`src/rtl/pipe_ctrl.sv`:
```
// Purpose : hazard/exception pipeline-control FSM (IDLE -> RUN -> DRAIN -> HALT).
// Latency : hazard controls are combinational (0 cycles); halted/cpu_stat update on the HALT-entry edge.
// Backpr. : none accepted; the block only drives stall/bubble controls into the pipeline registers.
//
// Ports:
//   clk, rst_n                 : clock, asynchronous active-low reset
//   start                      : one-cycle pulse, leaves IDLE (ignored elsewhere)
//   D_icode, E_icode, M_icode  : icodes held in the D, E and M pipeline registers
//   d_srcA, d_srcB, E_dstM     : register IDs, 4'hF = none
//   e_Cnd                      : execute-stage branch condition
//   m_stat, W_stat             : one-hot status {ADR,HLT,INS,AOK}
//   F_stall .. W_stall         : pipeline register stall/bubble controls
//   halted, cpu_stat           : registered terminal status
//   cyc_cnt, stall_cnt, bubble_cnt : saturating performance counters, present only
//                                with the PERF_CNT_EN macro defined
module pipe_ctrl (
   input  logic        clk,
   input  logic        rst_n,
   input  logic        start,
   input  logic [3:0]  D_icode,
   input  logic [3:0]  E_icode,
   input  logic [3:0]  M_icode,
   input  logic [3:0]  d_srcA,
   input  logic [3:0]  d_srcB,
   input  logic [3:0]  E_dstM,
   input  logic        e_Cnd,
   input  logic [3:0]  m_stat,
   input  logic [3:0]  W_stat,
   output logic        F_stall,
   output logic        D_stall,
   output logic        D_bubble,
   output logic        E_bubble,
   output logic        M_bubble,
   output logic        W_stall,
   output logic        halted,
   output logic [3:0]  cpu_stat
`ifdef PERF_CNT_EN
   ,
   output logic [31:0] cyc_cnt,
   output logic [31:0] stall_cnt,
   output logic [31:0] bubble_cnt
`endif
);

   localparam logic [3:0] I_MRMOVQ = 4'h5;
   localparam logic [3:0] I_JXX    = 4'h7;
   localparam logic [3:0] I_RET    = 4'h9;
   localparam logic [3:0] I_POPQ   = 4'hB;
   localparam logic [3:0] R_NONE   = 4'hF;
   localparam logic [3:0] S_AOK    = 4'b0001;

   typedef enum logic [1:0] {
      ST_IDLE  = 2'd0,
      ST_RUN   = 2'd1,
      ST_DRAIN = 2'd2,
      ST_HALT  = 2'd3
   } state_t;

   state_t state_q;
   state_t state_d;

   logic load_use;
   logic ret_haz;
   logic mispred;
   logic m_exc;
   logic w_exc;
   logic halt_entry;

   // Hazard detection is purely combinational from the pipeline-register contents.
   // load_use and mispred are mutually exclusive (different E_icode), so D never
   // sees a stall and a bubble together.
   assign load_use = ((E_icode == I_MRMOVQ) || (E_icode == I_POPQ)) &&
                     (E_dstM != R_NONE) &&
                     ((E_dstM == d_srcA) || (E_dstM == d_srcB));
   assign ret_haz  = (D_icode == I_RET) || (E_icode == I_RET) || (M_icode == I_RET);
   assign mispred  = (E_icode == I_JXX) && !e_Cnd;
   assign m_exc    = (m_stat != S_AOK);
   assign w_exc    = (W_stat != S_AOK);

   always_comb begin
      state_d  = state_q;
      F_stall  = 1'b0;
      D_stall  = 1'b0;
      D_bubble = 1'b0;
      E_bubble = 1'b0;
      M_bubble = 1'b0;
      W_stall  = 1'b0;

      unique case (state_q)
         ST_IDLE: begin
            F_stall  = 1'b1;
            D_bubble = 1'b1;
            E_bubble = 1'b1;
            M_bubble = 1'b1;
            if (start) begin
               state_d = ST_RUN;
            end
         end

         ST_RUN: begin
            F_stall  = load_use | ret_haz;
            D_stall  = load_use;
            // a load-use stall holds D, so the ret bubble is deferred
            D_bubble = mispred | (ret_haz & ~load_use);
            E_bubble = mispred | load_use;
            M_bubble = m_exc;
            W_stall  = w_exc;
            // a faulting instruction in W is older than one in M, so it wins
            if (w_exc) begin
               state_d = ST_HALT;
            end else if (m_exc) begin
               state_d = ST_DRAIN;
            end
         end

         ST_DRAIN: begin
            F_stall  = 1'b1;
            D_bubble = 1'b1;
            E_bubble = 1'b1;
            M_bubble = 1'b1;
            if (w_exc) begin
               state_d = ST_HALT;
            end
         end

         ST_HALT: begin
            F_stall  = 1'b1;
            D_stall  = 1'b1;
            W_stall  = 1'b1;
            M_bubble = 1'b1;
         end

         default: begin
            state_d = ST_IDLE;
         end
      endcase
   end

   assign halt_entry = (state_d == ST_HALT) && (state_q != ST_HALT);

   always_ff @(posedge clk or negedge rst_n) begin
      if (!rst_n) begin
         state_q  <= ST_IDLE;
         halted   <= 1'b0;
         cpu_stat <= S_AOK;
      end else begin
         state_q <= state_d;
         // the excepting status is captured on the same edge that enters HALT
         if (halt_entry) begin
            halted   <= 1'b1;
            cpu_stat <= W_stat;
         end
      end
   end

`ifdef PERF_CNT_EN
   logic count_en;

   // counters only observe cycles where the pipeline is actually executing
   assign count_en = (state_q == ST_RUN) || (state_q == ST_DRAIN);

   always_ff @(posedge clk or negedge rst_n) begin
      if (!rst_n) begin
         cyc_cnt    <= '0;
         stall_cnt  <= '0;
         bubble_cnt <= '0;
      end else if (count_en) begin
         if (cyc_cnt != 32'hFFFF_FFFF) begin
            cyc_cnt <= cyc_cnt + 32'd1;
         end
         if (F_stall && (stall_cnt != 32'hFFFF_FFFF)) begin
            stall_cnt <= stall_cnt + 32'd1;
         end
         if ((D_bubble || E_bubble) && (bubble_cnt != 32'hFFFF_FFFF)) begin
            bubble_cnt <= bubble_cnt + 32'd1;
         end
      end
   end
`endif

endmodule

```
`config.mk`:
```
export PLATFORM = sky130hd
export DESIGN_NAME = pipe_ctrl
export DESIGN_NICKNAME = d
export VERILOG_FILES = /design/src/rtl/pipe_ctrl.sv
export SDC_FILE = /design/constraint.sdc
export NUM_CORES = 1
export LEC_CHECK = 0
export BUFFER_PORTS_ARGS = -buffer_cell sky130_fd_sc_hd__buf_2
export CAP_MARGIN = 40
export CORE_MARGIN = 2
export CORE_UTILIZATION = 37
export DETAILED_ROUTE_END_ITERATION = 10
export GPL_ROUTABILITY_DRIVEN = 0
export GPL_TIMING_DRIVEN = 0
export HOLD_SLACK_MARGIN = 0.02
export PLACE_DENSITY = 0.78
export SLEW_MARGIN = 5
export SYNTH_ARGS = -nofsm -noshare
export SYNTH_HDL_FRONTEND = slang
export SYNTH_SLANG_ARGS = --single-unit
```
`constraint.sdc`:
```
create_clock -name clk -period 1.7 [get_ports clk]
set_input_delay 0.34 -clock clk [delete_from_list [all_inputs] [get_ports clk]]
set_output_delay 0.34 -clock clk [all_outputs]
set_load 0.01 [all_outputs]
```
==> results of run 1 <==
cells by family (layout without fill, tap and decap cells):
family | Yosys count | in the layout | share of synthesized area [%]
and+or+nand+nor | 24 | 24 | 30.9
muxes | 1 | 1 | 2.69
DFF | 7 | 7 | 31.6
xor gates and xnor gates | 9 | 9 | 15.5
buffers and inverters | 2 | 57 | 1.57
AOI/OAI and AO/OA | 13 | 13 | 17.7
registers in the layout, summed over array words and instances, names as in the netlist:
signal    count
state_q       2
halted        1
cpu_stat      4
worst register-to-register path, stage by stage (launching register included):
cell and delay [ns]:
dfrtp_2 0.40, buf_4 0.16, buf_4 0.14, xor2_2 0.23
nand2_2 0.13, mux2_4 0.31
cell usage in the layout, fill, tap and decap left out, drive strengths merged, types with 2 or more instances in the layout:
| cell type | instances |
|---|---|
| nor4b | 2 |
| xnor2 | 8 |
| or3 | 2 |
| nand2b | 2 |
| nand4 | 3 |
| buf | 51 |
| nor2 | 3 |
| a22o | 3 |
| a21oi | 3 |
| nand2 | 2 |
| dfrtp | 6 |
| nor4bb | 2 |
| o21ai | 2 |
| clkbuf | 4 |
| a211oi | 2 |
power breakdown:
part / total [mW] / switching, mW / internal, mW
sequential: 0.171 / 0.00126 / 0.170
combinational: 0.107 / 0.0411 / 0.0656
clock: 0.149 / 0.0593 / 0.0894
total: 0.427 / 0.102 / 0.325
worst paths after layout:
check                                   end  depth (start not counted)  slack [ns]  startpoint
worst max-delay path                F_stall                          5       -0.03  D_icode[3]
worst min-delay path            cpu_stat[0]                          2        0.35   W_stat[0]
worst max register to register  cpu_stat[0]                          5        0.26  state_q[0]
worst min register to register       halted                          1        0.48      halted
max in group asynchronous       cpu_stat[0]                          2        1.02       rst_n
min in group asynchronous       cpu_stat[3]                          2        0.45       rst_n
cell type report:
type | count | area share [%]
clock buffer | 4 | 2.84
tap | 16 | 2.16
multi-input combinational | 47 | 41.9
timing repair buffer | 52 | 33.1
inverter | 1 | 0.676
sequential | 7 | 19.3
layer usage:
metal	vias to the layer above	track usage [%]	wire length, um
met5	-	0	0
met4	0	7.50	0
met3	0	4.26	153
met2	36	29.4	748
met1	290	19.9	581
li1	320	-	-
per-stage QoR:
stage	setup TNS (ns)	worst slack (ns)
3_5_place_dp	-0.0978	-0.0698
3_3_place_gp	-0.0568	-0.0568
2_1_floorplan	0	0.177
4_1_cts	-0.0261	-0.0261
6_report	-0.0251	-0.0251
5_1_grt	-0.104	-0.0667
what timing repair did:
item,4_1_cts,5_1_grt
resized for setup,6,8
hold endpoints to repair,6,0
pin swaps,2,0
setup endpoints to repair,2,3
setup buffers,5,0
hold buffers,1,0
==> run summary, run 1 <==
Power Dens Cells -> 461 mW/mm^2
DRT antenna net count -> 0
Finished Cell Area -> 926 um^2
Worst-path clk slew -> 0.05 ns
largest net degree at the start of global routing -> 9
# IOs -> 47
clock buffer depth -> 2
Syn Std Cell Area -> 558 um^2
initial antenna violation count -> 0
Async S/R FF share, synth -> 100%
Mapped Nets -> 92
final core utilization -> 63.7%
grt total ovfl -> 0
Worst EP arrival -> 1.39 ns
setup violators final -> 1
Critical Path RT -> 1.36 ns
Distinct cells, synth -> 30
status -> complete, but fails checks
wire per inst -> 11.7 um
Syn Inst Count -> 56
slew margin rel. -> 65.3%
CP Class -> in -> out
Max H-tree Level -> 1
family with the most delay on the worst path -> simple AND/OR/NAND/NOR gates
Die W -> 42.8 um
Fin. Hold Viols -> 0
most frequent cells after synthesis -> 8 x xnor2_1, 6 x dfrtp_1
Buf/Inv on CP -> 2
Filler Cells Inserted -> 117
HPWL after detailed placement -> 1160 um
DP Area -> 808 um^2
largest area contributor in the netlist -> dfrtp_1
area growth from synthesis to layout -> 65.9%
PnR Total Power -> 0.427 mW
CP max-delay cell -> or3_1
Non-Filler Instances -> 127
Num CTS Buffers -> 3
Worst Setup End Kind -> output pin
fin. max-slew vios -> 0
PortBufs -> 46
Die Area -> 0.00183 mm^2
sequential-to-total area share from yosys stat -> 31.6%
vias in the first global route -> 609
RSZ-0062 raised after global routing -> true
Hold WS -> 0.350 ns
row count -> 14
top cells by area, synth -> dfrtp_1 27%, xnor2_1 13%, a22o_2 5.4%, dfstp_2 4.7%, nor4bb_1 3.6%
Hold Path Class -> in -> reg
CTS tree -> yes
Final Critical Period -> 1.73 ns
Setup WS post-layout -> -0.0251 ns
first-pass GRT wire length -> 2440 um
Leak -> 0.438 nW
Worst Setup Start Kind -> input pin
most numerous cell in the Yosys netlist -> xnor2_1
fin crit share -> 101%
layout cells sized above 1 -> 63.1%
Worst Skew -> 0.00217 ns
crit path cell chain -> buf_2 -> nor4bb_1 -> or3_1 -> or3_1 -> buf_2
Yosys top cell area share -> 26.9%
Detailed Route WL -> 1480 um
CP peak stage delay -> 0.38 ns
initial drt markers -> 5
initial core utilization -> 38.4%
worst skew pair latency -> 0.25 ns
max_cap viols -> 0
Post-Syn Area per Cell -> 9.96 um^2
NumNets Final -> 148
placed insts -> 118
core area -> 0.00145 mm^2
Multi-input gate area -> 388 um^2
worst vdd ir -> 0.307 mV
FF+latch area -> 179 um^2
Fmax -> 580 MHz
vias -> 646
CP max FO -> 2
Antenna Cells -> 0
drt drc -> 0
Post-synth EDFFs -> 0
vias per inst -> 5.09
1st-pass router iterations -> 4
Slew @ Worst Pin -> 0.513 ns
Synth Register Bits -> 7
root buffer cell -> clkbuf_4
yosys warns -> 0
die height -> 42.8 um
Main synth FF type -> dfrtp_1
Total GRT Usage -> 17.2%
failing checks -> setup timing
clock sinks -> 7
(Power assumes the default switching activity.)
==> run 2: changes to the inputs <==
Settings changed: CORE_MARGIN 2 to 3.
==> run 2 against run 1 <==
Net effect:
- the run still ends with setup timing left
- register-to-register slack improved by 0.11 ns
- sequential share of layout area rose by 0.59 points
- sequential power barely moved
- clock power barely moved
- die area rose by 9.6%
- clock-buffer cell count did not move
- via count fell by 4.2%
- final cell count fell by 3.1%
- maximum frequency barely moved
- largest cell class unchanged
==> run summary, run 2 (synthesized netlist as in run 1, its figures left out) <==
Slew @ Worst Pin -> 0.506 ns
initial antenna violation count -> 0
RSZ-0062 raised after global routing -> true
Hold WS -> 0.357 ns
Critical Path RT -> 1.36 ns
area growth from synthesis to layout -> 61.0%
Detailed Route WL -> 1450 um
die height -> 44.8 um
wire per inst -> 11.8 um
Fmax -> 580 MHz
largest reg by FF count -> cpu_stat
slew margin rel. -> 65.8%
max_cap viols -> 0
initial drt markers -> 1
CP max FO -> 3
Final Critical Period -> 1.73 ns
Antenna Cells -> 0
setup violators final -> 1
Total GRT Usage -> 15.0%
vias in the first global route -> 574
Top Layer Used -> met3
met3 wire length -> 110 um
layout cells sized above 1 -> 63.0%
CP Class -> in -> out
1st-pass router iterations -> 2
clock sinks -> 7
Leak -> 0.419 nW
commonest non-fill, non-tap cell in the layout -> buf_2
vias per inst -> 5.03
M1 wire length -> 572 um
root buffer cell -> clkbuf_4
CTS tree -> yes
Num CTS Buffers -> 3
fin. max-slew vios -> 0
Max H-tree Level -> 1
Die W -> 44.8 um
worst vdd ir -> 0.253 mV
DRT antenna net count -> 0
failing checks -> setup timing
Worst-path clk slew -> 0.05 ns
Fin. Hold Viols -> 0
core area -> 0.00135 mm^2
Setup WS post-layout -> -0.0250 ns
Worst EP arrival -> 1.39 ns
drt drc -> 0
PortBufs -> 46
Worst Setup Start Kind -> input pin
worst slack, placed -> -0.0605 ns
status -> complete, but fails checks
# IOs -> 47
met2 WL -> 768 um
NumNets Final -> 145
largest net degree at the start of global routing -> 9
Power Dens Cells -> 473 mW/mm^2
setup TNS -> -0.0250 ns
HPWL after detailed placement -> 1210 um
grt total ovfl -> 0
Worst Skew -> 0.00184 ns
row count -> 13
Worst Setup End Kind -> output pin
fin crit share -> 101%
most frequent cells in the layout -> 42 x buf_2, 8 x xnor2_1, 4 x dfrtp_1, 4 x buf_6
Regs by FF count -> cpu_stat (4), state_q (2), halted (1)
vias -> 619
initial core utilization -> 41.3%
first-pass GRT wire length -> 2370 um
worst skew pair latency -> 0.24 ns
clock buffer depth -> 2
max reg flops -> 4
Hold Path Class -> in -> reg
Die Area -> 0.00201 mm^2
==> run 2: worst paths after layout <==
path / start / endpoint / slack (ns) / cells after the start
min in group asynchronous: rst_n / cpu_stat[1] / 0.46 / 2
max reg2reg: state_q[0] / cpu_stat[0] / 0.37 / 4
min reg2reg: halted / halted / 0.46 / 1
max: E_icode[0] / F_stall / -0.03 / 5
min: W_stat[1] / cpu_stat[1] / 0.36 / 2
max in group asynchronous: rst_n / cpu_stat[0] / 1.01 / 2
==> run 2: timing repair <==
action | 4_1_cts | 5_1_grt
hold buffers | 1 | 0
setup buffers | 2 | 0
gates resized for setup | 6 | 7
gates cloned | 0 | 0
pin swaps | 1 | 1
hold endpoints to repair | 6 | 0
setup endpoints to repair | 2 | 4
==> run 2: per-stage QoR <==
stage / util, % / cells / instance area [um^2] / power, mW
finish: 66.5 / 123 / 898 / 0.425
global route: 66.5 / 123 / 898 / 0.447
CTS: 65.1 / 123 / 878 / 0.427
detailed placement: 59.8 / 117 / 807 / 0.269
global placement: 59.8 / 117 / 807 / 0.267
floorplan: - / 56 / 558 / 0.211
==> run 2: layout make-up <==
cell class / instances / area [um^2]
clock buffer: 4 / 26.3
fill: 117 / 452
sequential: 7 / 179
multi-input combinational: 47 / 390
tap: 15 / 18.8
inverter: 1 / 3.75
timing repair buffer: 49 / 280
==> run 2: critical path: stages <==
cell and delay, ns:
buf_6 0.10, and4bb_1 0.18, or3_4 0.32, or3_1 0.30, buf_2 0.14
==> run 2: per-layer routing <==
layer,vias to the layer above,GRT usage (%)
li1,317,-
met1,277,19.6
met2,25,25.8
met3,0,2.39
met4,0,3.51
met5,-,0
==> run 2: where the power goes <==
part	switching [mW]	internal (mW)	leakage, nW
registers	0.00127	0.170	0.0824
logic	0.0415	0.0649	0.322
clock network	0.0578	0.0894	0.0150
==> run 3: changes to the inputs <==
Settings changed: CTS_BUF_LIST from default to sky130_fd_sc_hd__clkbuf_16.
==> run 3 against run 2 <==
Net effect:
- register-to-register slack barely moved
- utilization is 4.2 points higher
- largest cell class unchanged
- power up 57%
- highest routed layer unchanged
- the run still ends with setup timing left
==> run summary, run 3 (synthesized netlist as in run 1, its figures left out) <==
final core utilization -> 70.7%
setup violators final -> 1
Non-Filler Instances -> 124
failing checks -> setup timing
placed insts -> 117
drt drc -> 0
vias per inst -> 4.99
max_cap viols -> 0
NumNets Final -> 146
status -> complete, but fails checks
initial core utilization -> 41.3%
CTS tree -> yes
clock sinks -> 7
Detailed Route WL -> 1490 um
Fmax -> 580 MHz
Worst Setup End Kind -> output pin
commonest non-fill, non-tap cell in the layout -> buf_2
Critical Path RT -> 1.36 ns
largest net degree at the start of global routing -> 9
Worst Skew -> 0.000350 ns
Worst Setup Start Kind -> input pin
Buf/Inv on CP -> 2
PortBufs -> 46
CP max-delay cell -> or3_4
Die Area -> 0.00201 mm^2
vias in the first global route -> 570
PnR Total Power -> 0.669 mW
CP Class -> in -> out
Max H-tree Level -> 1
CP max FO -> 3
slew margin rel. -> 66.2%
Leak -> 0.452 nW
Hold WS -> 0.373 ns
# IOs -> 47
fin. max-slew vios -> 0
layout cells sized above 1 -> 61.5%
Hold Path Class -> in -> reg
Final Critical Period -> 1.72 ns
RSZ-0062 raised after global routing -> true
Regs by FF count -> cpu_stat (4), state_q (2), halted (1)
row count -> 13
DRT antenna net count -> 0
most frequent cells in the layout -> 42 x buf_2, 8 x xnor2_1, 4 x dfrtp_1, 4 x buf_6
Worst-path clk slew -> 0.04 ns
1st-pass router iterations -> 4
Antenna Cells -> 0
Num CTS Buffers -> 3
grt total ovfl -> 0
family with the most delay on the worst path -> simple AND/OR/NAND/NOR gates
clock buffer depth -> 2
die height -> 44.8 um
setup TNS -> -0.0240 ns
worst vdd ir -> 0.410 mV
fin crit share -> 101%
initial antenna violation count -> 0
max reg flops -> 4
root buffer cell -> clkbuf_16
Worst EP arrival -> 1.38 ns
worst skew pair latency -> 0.23 ns
Slew @ Worst Pin -> 0.500 ns
Total GRT Usage -> 15.6%
wire per inst -> 12.0 um
CP peak stage delay -> 0.32 ns
largest reg by FF count -> cpu_stat
initial drt markers -> 4
first-pass GRT wire length -> 2370 um
area growth from synthesis to layout -> 71.1%
Fin. Hold Viols -> 0
core area -> 0.00135 mm^2
Power Dens Cells -> 700 mW/mm^2
vias -> 619
HPWL after detailed placement -> 1210 um
crit path cell chain -> buf_6 -> and4bb_1 -> or3_4 -> or3_1 -> buf_2
Die W -> 44.8 um
Setup WS post-layout -> -0.0240 ns
## run 3: changes by cell type in the layout (fill, tap and decap cells not counted)
cell       delta
buf_4         +1
inv_1         +2
o21ai_0       +1
inv_2         -1
clkbuf_4      -3
o21ai_2       -1
clkbuf_16     +3
clkbuf_1      -1
## run 3: where the power goes
| part | internal, mW | switching, mW |
|---|---|---|
| clock | 0.306 | 0.0857 |
| combinational | 0.0648 | 0.0407 |
| sequential | 0.171 | 0.00131 |
## run 3: layout make-up
class	count	area [um^2]
clock buffer	3	75.1
clock inverter	1	3.75
fill	105	395
inverter	1	3.75
multi-input combinational	47	387
sequential	7	179
tap	15	18.8
timing repair buffer	50	288
## run 3: worst paths after layout
| check | end | from | depth (start not counted) | slack [ns] |
|---|---|---|---|---|
| hold / removal | cpu_stat[0] | W_stat[0] | 2 | 0.37 |
| setup / recovery | F_stall | E_icode[0] | 5 | -0.02 |
| hold reg to reg | halted | halted | 1 | 0.46 |
| min in group asynchronous | cpu_stat[1] | rst_n | 2 | 0.47 |
| setup reg to reg | cpu_stat[0] | state_q[0] | 4 | 0.38 |
| max in group asynchronous | cpu_stat[0] | rst_n | 2 | 1.00 |
## run 3: per-stage QoR
step,area (um^2),setup WS (ns)
2_1_floorplan,558,0.177
3_3_place_gp,807,-0.0497
3_5_place_dp,807,-0.0605
4_1_cts,917,-0.0467
5_1_grt,955,-0.0840
6_report,955,-0.0240
## run 3: per-layer routing
metal / global-route usage, % / share of wire [%]
met1: 19.8 / 41
met2: 24.9 / 51
met3: 3.59 / 7.8
met4: 7.02 / 0
met5: 0 / 0
## run 3: what timing repair did
item                                    CTS  global route
hold buffers                              1             0
resized for setup                         5             6
endpoints found under the setup margin    2             4
gates cloned                              0             0
setup buffers                             1             2
pin swaps                                 1             1
endpoints found under the hold margin     6             0
